--- src/rtl/neuron_serial_mac.sv ---
// Time-multiplexed neuron: bias plus serial signed MAC,
// followed by shift, saturation and a selectable activation.
module neuron_serial_mac #(
  parameter int DATA_W      = 8,
  parameter int ACC_W       = 32,
  parameter int INPUT_COUNT = 8,
  parameter int SHIFT       = 0
) (
  input  logic                          clk,
  input  logic                          rst,
  input  logic                          start_signal,
  input  logic [INPUT_COUNT*DATA_W-1:0] inputs,
  input  logic [INPUT_COUNT*DATA_W-1:0] weights,
  input  logic [ACC_W-1:0]              bias,
  input  logic [1:0]                    act_mode,
  output logic [DATA_W-1:0]             out,
  output logic                          ready_signal,
  output logic                          busy,
  output logic                          overflow
);

  localparam int IDX_W =
    (INPUT_COUNT > 1) ? $clog2(INPUT_COUNT) : 1;
  localparam int VEC_W = INPUT_COUNT * DATA_W;
  localparam logic [IDX_W-1:0] LAST_IDX =
    IDX_W'(INPUT_COUNT - 1);

  localparam logic signed [ACC_W-1:0] ACC_MAX =
    {{(ACC_W-DATA_W+1){1'b0}}, {(DATA_W-1){1'b1}}};
  localparam logic signed [ACC_W-1:0] ACC_MIN =
    {{(ACC_W-DATA_W+1){1'b1}}, {(DATA_W-1){1'b0}}};
  localparam logic [DATA_W-1:0] OUT_MAX =
    {1'b0, {(DATA_W-1){1'b1}}};
  localparam logic [DATA_W-1:0] OUT_MIN =
    {1'b1, {(DATA_W-1){1'b0}}};

  typedef enum logic [1:0] {
    IDLE,
    MAC,
    ACT,
    DONE
  } state_t;

  state_t state_q, state_d;

  logic [VEC_W-1:0]        x_q, x_d;
  logic [VEC_W-1:0]        w_q, w_d;
  logic [1:0]              mode_q, mode_d;
  logic [IDX_W-1:0]        idx_q, idx_d;
  logic signed [ACC_W-1:0] acc_q, acc_d;
  logic [DATA_W-1:0]       out_q, out_d;
  logic                    rdy_q, rdy_d;
  logic                    busy_q, busy_d;
  logic                    ovf_q, ovf_d;

  logic signed [DATA_W-1:0]   x_cur;
  logic signed [DATA_W-1:0]   w_cur;
  logic signed [2*DATA_W-1:0] prod;
  logic signed [ACC_W-1:0]    prod_ext;
  logic signed [ACC_W-1:0]    sum;
  logic                       add_ovf;
  logic signed [ACC_W-1:0]    shifted;
  logic [DATA_W-1:0]          sat;
  logic [DATA_W-1:0]          act_res;

  assign x_cur    = x_q[idx_q*DATA_W +: DATA_W];
  assign w_cur    = w_q[idx_q*DATA_W +: DATA_W];
  assign prod     = x_cur * w_cur;
  assign prod_ext = ACC_W'(prod);
  assign sum      = acc_q + prod_ext;
  assign add_ovf  =
    (acc_q[ACC_W-1] == prod_ext[ACC_W-1]) &&
    (sum[ACC_W-1] != acc_q[ACC_W-1]);
  assign shifted  = acc_q >>> SHIFT;

  // Shift result saturated into the output range
  always_comb begin
    sat = shifted[DATA_W-1:0];
    if (shifted > ACC_MAX) begin
      sat = OUT_MAX;
    end else if (shifted < ACC_MIN) begin
      sat = OUT_MIN;
    end
  end

  // Activation select; the reserved code acts as identity
  always_comb begin
    act_res = sat;
    case (mode_q)
      2'b01: begin
        if (shifted < 0) begin
          act_res = '0;
        end
      end
      2'b10: begin
        act_res = (shifted > 0) ? OUT_MAX : '0;
      end
      default: begin
        act_res = sat;
      end
    endcase
  end

  // Next-state and datapath update
  always_comb begin
    state_d = state_q;
    x_d     = x_q;
    w_d     = w_q;
    mode_d  = mode_q;
    idx_d   = idx_q;
    acc_d   = acc_q;
    out_d   = out_q;
    rdy_d   = rdy_q;
    busy_d  = busy_q;
    ovf_d   = ovf_q;
    unique case (state_q)
      IDLE, DONE: begin
        if (start_signal) begin
          x_d     = inputs;
          w_d     = weights;
          mode_d  = act_mode;
          acc_d   = bias;
          idx_d   = '0;
          ovf_d   = 1'b0;
          rdy_d   = 1'b0;
          busy_d  = 1'b1;
          state_d = MAC;
        end
      end
      MAC: begin
        acc_d = sum;
        if (add_ovf) begin
          ovf_d = 1'b1;
        end
        if (idx_q == LAST_IDX) begin
          idx_d   = '0;
          state_d = ACT;
        end else begin
          idx_d = idx_q + 1'b1;
        end
      end
      ACT: begin
        out_d   = act_res;
        rdy_d   = 1'b1;
        busy_d  = 1'b0;
        state_d = DONE;
      end
      default: begin
        state_d = IDLE;
      end
    endcase
  end

  // State and datapath registers; reset aborts any operation
  always_ff @(posedge clk or posedge rst) begin
    if (rst) begin
      state_q <= IDLE;
      x_q     <= '0;
      w_q     <= '0;
      mode_q  <= '0;
      idx_q   <= '0;
      acc_q   <= '0;
      out_q   <= '0;
      rdy_q   <= 1'b0;
      busy_q  <= 1'b0;
      ovf_q   <= 1'b0;
    end else begin
      state_q <= state_d;
      x_q     <= x_d;
      w_q     <= w_d;
      mode_q  <= mode_d;
      idx_q   <= idx_d;
      acc_q   <= acc_d;
      out_q   <= out_d;
      rdy_q   <= rdy_d;
      busy_q  <= busy_d;
      ovf_q   <= ovf_d;
    end
  end

  assign out          = out_q;
  assign ready_signal = rdy_q;
  assign busy         = busy_q;
  assign overflow     = ovf_q;

endmodule

--- config.mk ---
export PLATFORM = sky130hd
export DESIGN_NAME = neuron_serial_mac
export DESIGN_NICKNAME = d
export VERILOG_FILES = /design/src/rtl/neuron_serial_mac.sv
export SDC_FILE = /design/constraint.sdc
export NUM_CORES = 1
export LEC_CHECK = 0
export CAP_MARGIN = 20
export CORE_ASPECT_RATIO = 1.2
export CORE_MARGIN = 2
export CORE_UTILIZATION = 50
export CTS_CLUSTER_SIZE = 16
export DETAILED_ROUTE_END_ITERATION = 12
export PLACE_DENSITY = 0.74
export RECOVER_POWER = 50
export SLEW_MARGIN = 10
export SYNTH_ARGS = -nofsm -noshare
export SYNTH_HDL_FRONTEND = slang
export SYNTH_SLANG_ARGS = --single-unit
--- constraint.sdc ---
create_clock -name clk -period 7.7 [get_ports clk]
set_input_delay 0.77 -clock clk [delete_from_list [all_inputs] [get_ports clk]]
set_output_delay 0.77 -clock clk [all_outputs]
set_load 0.01 [all_outputs]
# Word level (Yosys, flattened, before mapping)
# Cells that the tools add are included.
[totals]
inputBits = 165
out_inout_bits = 11
regBits = 178
word_cells = 59
[op_classes]
mul = 1
addsub = 2
mux = 19
n_lt_le_gt_ge = 4
n_reduce_logical = 10
n_eq_ne = 11
shift = 2
[ops]
columns = ["cell", "count"]
rows = [
  ["64-bit by 7-bit variable part select with 8-bit output", 2],
  ["32-bit case mux with 2 select lines", 1],
  ["32-bit by 16-bit adder with 32-bit output", 1],
  ["32-bit by 1-bit > comparator with 1-bit output, second input constant", 1],
  ["32-bit by 8-bit > comparator with 1-bit output, second input constant", 1],
  ["32-bit by 1-bit < comparator with 1-bit output, second input constant", 1],
  ["32-bit by 8-bit < comparator with 1-bit output, second input constant", 1],
  ["32-bit two-way mux", 1],
  ["8-bit two-way mux", 3],
  ["8-bit by 8-bit multiplier with 16-bit output", 1],
  ["8-bit case mux with 2 select lines", 1],
  ["2-bit AND reduction", 4],
  ["7-bit two-way mux", 1],
  ["2-bit == test, second input constant", 3],
  ["3-bit two-way mux", 2],
  ["2-bit inequality test, second input constant", 3],
  ["1-bit case mux with 2 select lines", 3],
  ["2-bit case mux with 3 select lines", 1],
  ["3-bit case mux with 2 select lines", 1],
  ["2-bit by 1-bit == test with 1-bit output, second input constant", 2],
  ["2-bit two-way mux", 2],
  ["2-bit nonzero test", 2],
  ["3-bit by 1-bit adder with 3-bit output, second input constant", 1],
  ["3-bit == test, second input constant", 1],
  ["other kinds (7)", 9],
]

# Longest topological paths before layout
# Gate-level depths: netlist of run 1.
[logic_depth]
ltp_word = 7
ltp_mapped = 33
depth_no_buf = 31

# Least setup slack after synthesis of run 1
# OpenSTA, ideal clock, no wires.
[synth_timing]
path_type = "register to register"
from = "register idx_q[0]"
to = "register acc_q[31]"
arrival_time_ns = 7.679
period_less_slack_ns = 7.803
setup_ns = 0.124
slack_ns = -0.103
stages_incl_launch_ff = 30
path_buffers = 2
t_required_ns = 7.576
cell_sequence = "dfrtp_1 -> buf_2 -> buf_2 -> mux4_2 -> mux2i_1 -> nand2b_1 -> fa_1 -> fa_1 -> inv_1 -> fa_1 -> inv_1 -> fa_1 -> inv_1 -> ha_1 -> o21ai_0 -> nor2_1 -> o41a_1 -> nand4_2 -> a31oi_4 -> xnor2_4 -> ha_1 -> o21ai_1 -> a22oi_1 -> a41oi_1 -> nand4b_1 -> a31o_2 -> a311o_1 -> xor2_1 -> mux2i_1 -> a211o_1"
[synth_between]
elab_chain_len = 4
elab_cells_between_ends = 5
classes_between = "1 x add/sub; 1 x mul; 2 x shift; 1 x mux"
[synth_lines]
columns = ["element", "line_no", "rtl"]
rows = [
  ["start, declared", "49", "logic [IDX_W-1:0] idx_q, idx_d;"],
  ["start signal, assigned", "172", "idx_q <= idx_d;"],
  ["64-bit by 7-bit variable part select with 8-bit output (on tied branches)", "66, 67", ""],
  ["8-bit by 8-bit multiplier with 16-bit output (*)", "68", "assign prod = x_cur * w_cur;"],
  ["32-bit by 16-bit adder with 32-bit output (*)", "70", "assign sum = acc_q + prod_ext;"],
  ["32-bit case mux with 2 select lines (*)", "116", "unique case (state_q)"],
  ["end signal, assigned", "162", "acc_q <= '0;"],
  ["end signal, assigned", "173", "acc_q <= acc_d;"],
  ["end, declared", "50", "logic signed [ACC_W-1:0] acc_q, acc_d;"],
]
# Every way passes the cells marked *; elsewhere a longest branch is shown, timed or not.
# A chain may end at the register's enable or synchronous reset.

# Worst setup path after layout of run 1
# Same ends and word-level chain as after synthesis.

==> key figures, run 1 <==
Global routing
  – Initial antenna violation count: 3
  – First-pass GRT wire length: 47600 um
  – Pin count of the biggest net entering global routing: 95
  – Total global-route track usage: 23.4%
  – Vias in the first global route: 9436
  – Gr ovfl total: 0

Yosys
  – Top FF cell, synth: dfrtp_1
  – Post-Syn Area: 12000 um2
  – Syn nets: 1375
  – Post-synth EDFFs: 0
  – Gate Count Post-Synth: 1086
  – Share of the synthesized area in the top cell type: 37.0%
  – Most frequent cells after synthesis: dfrtp_1 (178), mux2_2 (130), inv_1 (113)
  – Most common cell in the netlist: dfrtp_1
  – Seq/Total Area, Yosys: 37.0%
  – Netlist cell types: 56
  – Avg Synthesized Cell Area: 11.1 um2
  – Flops & latches, synth: 178
  – Ys Warns: 0
  – Main area contributors after synthesis: dfrtp_1 (37%), mux2_2 (12%), fa_1 (9.3%)
  – Post-synthesis async set-or-reset flop share: 100%
  – Leading area contributor after synthesis: dfrtp_1

CTS
  – Cts bufs inserted: 17
  – Clk_lat worst skew: 450 ps
  – CTS tree: done
  – Clock root buffer: clkbuf_16
  – Clock Tree Buf Depth: 2
  – CTS Hold Bufs: 0
  – Clk sinks: 178
  – H-tree levels: 4
  – Clock-pin transition on the worst setup and hold timing paths: 80 ps

Route
  – Avg WL per Cell: 18.0 um
  – DRT iter0 DRCs: 430
  – Detailed-route via count: 9003
  – Pre-antenna DRT Iters: 5
  – Post-route ant nets: 0
  – Vias/cell: 5.47
  – # DRC: 0
  – Routed Wire Length: 29600 um

Timing
  – Clk_skew: 16.5 ps
  – Crit path time final: 7460 ps
  – Tcrit/Tclk final: 96.8%
  – Max-slew violation count: 95
  – Worst slew margin: -190%
  – Peak Freq: 134 MHz
  – Final setup viols: 0
  – Final hold vios: 0
  – RSZ-0062 raised after global routing: true
  – Slew @ Worst Pin: 4330 ps
  – Post-Route Setup TNS: 0 ps

Setup path
  – Setup CP Type: reg2reg
  – R2R Setup Slk: 240 ps
  – R2R cell count: 32
  – Crit path max fanout: 7
  – Slowest CP cell: fa_1
  – Critical Path End Type: register
  – Worst r2r src: idx_q[0]$_DFFE_PP0P_
  – Max stage delay on crit path: 550 ps
  – Critical Path AT: 7780 ps
  – Data required, critical path: 8020 ps
  – Worst flop-to-flop path endpoint: acc_q[31]$_DFFE_PP0P_
  – Worst setup SP type: register

Min path
  – Hold path depth: 1
  – Min-delay src: w_q[63]$_DFFE_PP0P_
  – Hold Path Class: reg2reg
  – End of the worst hold path: w_q[63]$_DFFE_PP0P_

Placed design
  – Placed Area: 14600 um2
  – I/O Buffers: 175
  – Placer Congestion: 0.893
  – DP Cell Count: 1600
  – DP HPWL: 21800 um

Die
  – Die H: 174 um
  – Cell Rows: 62
  – Core Region: 23800 um2
  – Die ar.: 25400 um2
  – Die width: 146 um
  – Initial Util: 50.6%
  – I/O Pins: 176

Layout
  – Final #Nets: 1600
  – Fin cells: 1647
  – Layout area overhead: 30.7%
  – Layout cells sized above 1: 25.3%
  – Layout Cell Area excl Fill: 15700 um2

Outcome
  – Status: complete, but fails checks
  – Failing checks: capacitance limit, slew limit

Run
  – Max-cap violations: 1
-- layout make-up --
cell class	count	area [um2]
diodes	3	7.51
clock buffers	17	425
clock inverters	15	196
fillers	1861	8070
inverters	113	425
multi-input cells	755	7360
flip-flops and latches	178	4460
well taps	320	400
repair buffers	246	2470
-- worst max-delay path, delay by kind of cell (launching register included) --
family	cells	cell delay, ps
AND/OR/NAND/NOR	6	860
AO/OA/AOI/OAI	7	1730
multiplexers	3	580
flip-flops	1	450
buffers and inverters	8	980
adder cells (fa/ha/maj)	6	2270
XOR/XNOR	2	470
-- through the flow --
stage	setup slack [ps]	hold WS (ps)	util (%)
5_1_grt	-42.8	524	66.1
6_report	245	503	66.1
2_1_floorplan	37.2	471	-
4_1_cts	5.31	505	64.0
3_5_place_dp	-92.5	488	61.2
3_3_place_gp	27.1	483	61.2
-- logic make-up (layout without fill, tap and decap cells) --
| logic type | count (synthesis) | after routing | synth area share, % |
|---|---|---|---|
| and+or+nand+nor | 215 | 215 | 8.53 |
| xor gates and xnor gates | 43 | 43 | 3.28 |
| AOI/OAI and AO/OA | 177 | 177 | 9.08 |
| other | 0 | 3 | 0 |
| buffers and inverters | 153 | 391 | 4.83 |
| muxes | 196 | 196 | 21.0 |
| DFF | 178 | 178 | 37.0 |
| adders and majority gates | 124 | 124 | 16.4 |
-- worst max path at each step --
stage / end / cells past startpoint / startpoint / slack, ps
after floorplan: acc_q[31]$_DFFE_PP0P_ / 28 / idx_q[0]$_DFFE_PP0P_ / 40
after global placement: acc_q[31]$_DFFE_PP0P_ / 30 / idx_q[0]$_DFFE_PP0P_ / 30
after detailed placement: acc_q[31]$_DFFE_PP0P_ / 30 / idx_q[0]$_DFFE_PP0P_ / -90
after CTS: acc_q[31]$_DFFE_PP0P_ / 35 / idx_q[0]$_DFFE_PP0P_ / 5
after global routing: acc_q[31]$_DFFE_PP0P_ / 33 / idx_q[0]$_DFFE_PP0P_ / -40
final: acc_q[31]$_DFFE_PP0P_ / 32 / idx_q[0]$_DFFE_PP0P_ / 240
-- flip-flops by register name (all words and copies together), names as in the netlist --
name / flops
out: 8
x_q: 64
busy: 1
mode_q: 2
overflow: 1
ready_signal: 1
acc_q: 32
w_q: 64
state_q: 2
idx_q: 3
-- repair_timing --
item                       CTS  global route
setup endpoints to repair    2            11
gates cloned                 0             1
pin swaps                    2            38
setup buffers                1             9
resized for setup            5            70
-- cells in the final DEF, fill, tap and decap left out, types with 5 or more instances in the layout --
master             n
mux2i_1           22
clkdlybuf4s50_1  173
nand4_1           13
o221ai_1           7
nor3_1             7
buf_12             6
o21bai_1           7
a21oi_1           65
o21a_1             5
ha_1              57
buf_4             47
a21oi_2            7
buf_6             13
o21ai_1            6
dfrtp_1          177
xnor2_1           33
nand3_1            8
inv_8              5
mux2i_4           10
mux2_2           130
inv_1            108
mux4_2            32
o21ai_0           34
or2_2             13
clkbuf_16         18
ha_4              11
fa_1              55
and3_1             7
nor2_1            85
xor2_1             9
nand2b_1           8
nand2_1           41
nor4_1             6
a21o_1            12
nor2b_1           10
-- per-layer routing --
metal / share of wire (%) / global-route usage, % / up-vias
met2: 52 / 41.1 / 215
met4: 2.5 / 8.70 / 0
met1: 42 / 29.5 / 4500
met3: 3.6 / 3.33 / 47
li1: - / - / 4241
met5: 0 / 0 / -
Power of run 1 is left out: the tool's default activity adds up to more than one toggle a clock period on the data nets, which glitch-free logic cannot reach.
==> run 2, diff against run 1 <==
- SLEW_MARGIN: 10 -> 25
==> run 2 against run 1 <==
Effect of this change: largest cell class unchanged; sequential share of layout area fell by 0.22 points; non-clock buffer count rose by 12; register-to-register slack barely moved; the run still ends with capacitance limit, slew limit left; first-iteration DRC count fell by 2.8%.
==> key figures, run 2 (synthesis gave the netlist of run 1 again) <==
Route
  – DRT iter0 DRCs: 418 (-2.8%)
  – Post-route ant nets: 0 (unchanged)
  – Routed Wire Length: 29900 um (+1.1%)
  – # DRC: 0 (unchanged)
  – Met2 wire len: 15700 um (+2.6%)
  – Met3 WL post-DR: 1070 um (unchanged)
  – Top Metal Used: met4
  – Avg WL per Cell: 18.0 um (+0.39%)
  – Detailed-route via count: 9064 (+0.68%)
  – Vias/cell: 5.46 (about the same)
  – WL met1: 12600 um (+0.41%)
  – Pre-antenna DRT Iters: 4 (-1)

Timing
  – Peak Freq: 134 MHz (+0.11%)
  – Clk_skew: 18.6 ps (+2.04 ps)
  – Final hold vios: 0 (unchanged)
  – Max-slew violation count: 95 (unchanged)
  – Final setup viols: 0 (unchanged)
  – Slew @ Worst Pin: 4400 ps (+75.5 ps)
  – Crit path time final: 7450 ps (-8.03 ps)
  – Tcrit/Tclk final: 96.7% (-0.10 points)
  – Worst slew margin: -195% (-5.1 points)
  – Hold slack: 505 ps (+1.83 ps)

CTS
  – Clk_lat worst skew: 440 ps (about the same)
  – Clock root buffer: clkbuf_16
  – Cts bufs inserted: 17 (unchanged)
  – CTS tree: done
  – H-tree levels: 4 (unchanged)
  – Clock Tree Buf Depth: 2 (unchanged)
  – Clock-pin transition on the worst setup and hold timing paths: 70 ps (about the same)
  – Clk sinks: 178 (unchanged)

Layout
  – Biggest regs: w_q x64, x_q x64, acc_q x32
  – Most common cell after layout, fill and taps aside: dfrtp_1
  – Layout cells sized above 1: 26.4% (+1.1 points)
  – Commonest non-fill, non-tap cells in the layout: dfrtp_1 (177), clkdlybuf4s50_1 (173), mux2_2 (130), inv_1 (105), nor2_1 (85)
  – Layout area overhead: 31.7%
  – Final #Nets: 1612 (+0.75%)

Setup path
  – Max stage delay on crit path: 530 ps (-20 ps)
  – Slowest CP cell: fa_1
  – Setup CP Type: reg2reg
  – Crit path max fanout: 7 (unchanged)
  – Data required, critical path: 8010 ps (about the same)
  – Critical Path End Type: register
  – Worst setup SP type: register
  – Critical Path AT: 7760 ps (-20 ps)
  – R2R cell count: 33 (+3.1%)

Placed design
  – DP HPWL: 21800 um (unchanged)
  – Placer Congestion: 0.893 (unchanged)
  – I/O Buffers: 175 (unchanged)

Die
  – Die width: 146 um (unchanged)
  – I/O Pins: 176 (unchanged)
  – Initial Util: 50.6% (unchanged)
  – Cell Rows: 62 (unchanged)
  – Core Region: 23800 um2 (unchanged)
  – Die H: 174 um (unchanged)
  – Die ar.: 25400 um2 (unchanged)

Global routing
  – Pin count of the biggest net entering global routing: 95 (unchanged)
  – Gr ovfl total: 0 (unchanged)
  – Total global-route track usage: 23.4% (unchanged)
  – Vias in the first global route: 9436 (unchanged)
  – First-pass GRT wire length: 47600 um (unchanged)
  – Initial antenna violation count: 3 (unchanged)

Min path
  – Hold Path Class: reg2reg
  – Hold path depth: 1 (unchanged)

Run
  – Max-cap violations: 1 (unchanged)

Outcome
  – Failing checks: capacitance limit, slew limit
  – Status: complete, but fails checks
-- run 2: cell count changes in the layout (fill, tap and decap cells not counted), sizes merged --
cell	change
buf	+12
-- run 2: routing by layer --
layer | track usage, % | vias to the layer above
li1 | - | 4267
met1 | 29.5 | 4521
met2 | 41.1 | 238
met3 | 3.33 | 38
met4 | 8.70 | 0
met5 | 0 | -
-- run 2: path summary, 6_finish.rpt --
check | from | to | slack, ps
max in group asynchronous | rst | idx_q[0]$_DFFE_PP0P_ | 3500
worst max register to register | idx_q[0]$_DFFE_PP0P_ | acc_q[31]$_DFFE_PP0P_ | 250
min in group asynchronous | rst | busy$_DFFE_PP0P_ | 2130
worst min-delay path | x_q[43]$_DFFE_PP0P_ | x_q[43]$_DFFE_PP0P_ | 510
worst max-delay path | idx_q[0]$_DFFE_PP0P_ | acc_q[31]$_DFFE_PP0P_ | 250
worst min register to register | x_q[43]$_DFFE_PP0P_ | x_q[43]$_DFFE_PP0P_ | 510
-- run 2: what timing repair did --
action,4_1_cts,5_1_grt
gates cloned,0,1
endpoints found under the hold margin,0,0
setup buffers,1,21
pin swaps,2,44
gates resized for setup,5,77
hold buffers,0,0
setup endpoints to repair,2,11
-- run 2: layout make-up --
class,instances,area (um2)
fillers,1837,7950
multi-input cells,755,7370
flip-flops and latches,178,4460
repair buffers,258,2580
clock buffers,17,425
inverters,113,425
well taps,320,400
clock inverters,15,196
diodes,3,7.51
-- run 2: critical path: cells and delay by family, from the launching register on --
family,cells,cell delay (ps)
fa+ha+maj,6,2240
mux,3,580
xor+xnor,2,470
simple gates,6,810
buf+inv,9,1140
compound gates,7,1600
flops,1,450
-- run 2: through the flow --
stage	setup TNS [ps]	std cells	area (um2)	utilization [%]	setup slack (ps)
3_3_place_gp	0	1600	14600	61.2	27.1
6_report	0	1659	15900	66.6	253
4_1_cts	0	1633	15200	64.0	5.31
3_5_place_dp	-136	1600	14600	61.2	-92.5
2_1_floorplan	0	1086	12100	-	37.2
5_1_grt	-70.3	1659	15900	66.6	-53.0
Power of run 2 is left out for the same reason.
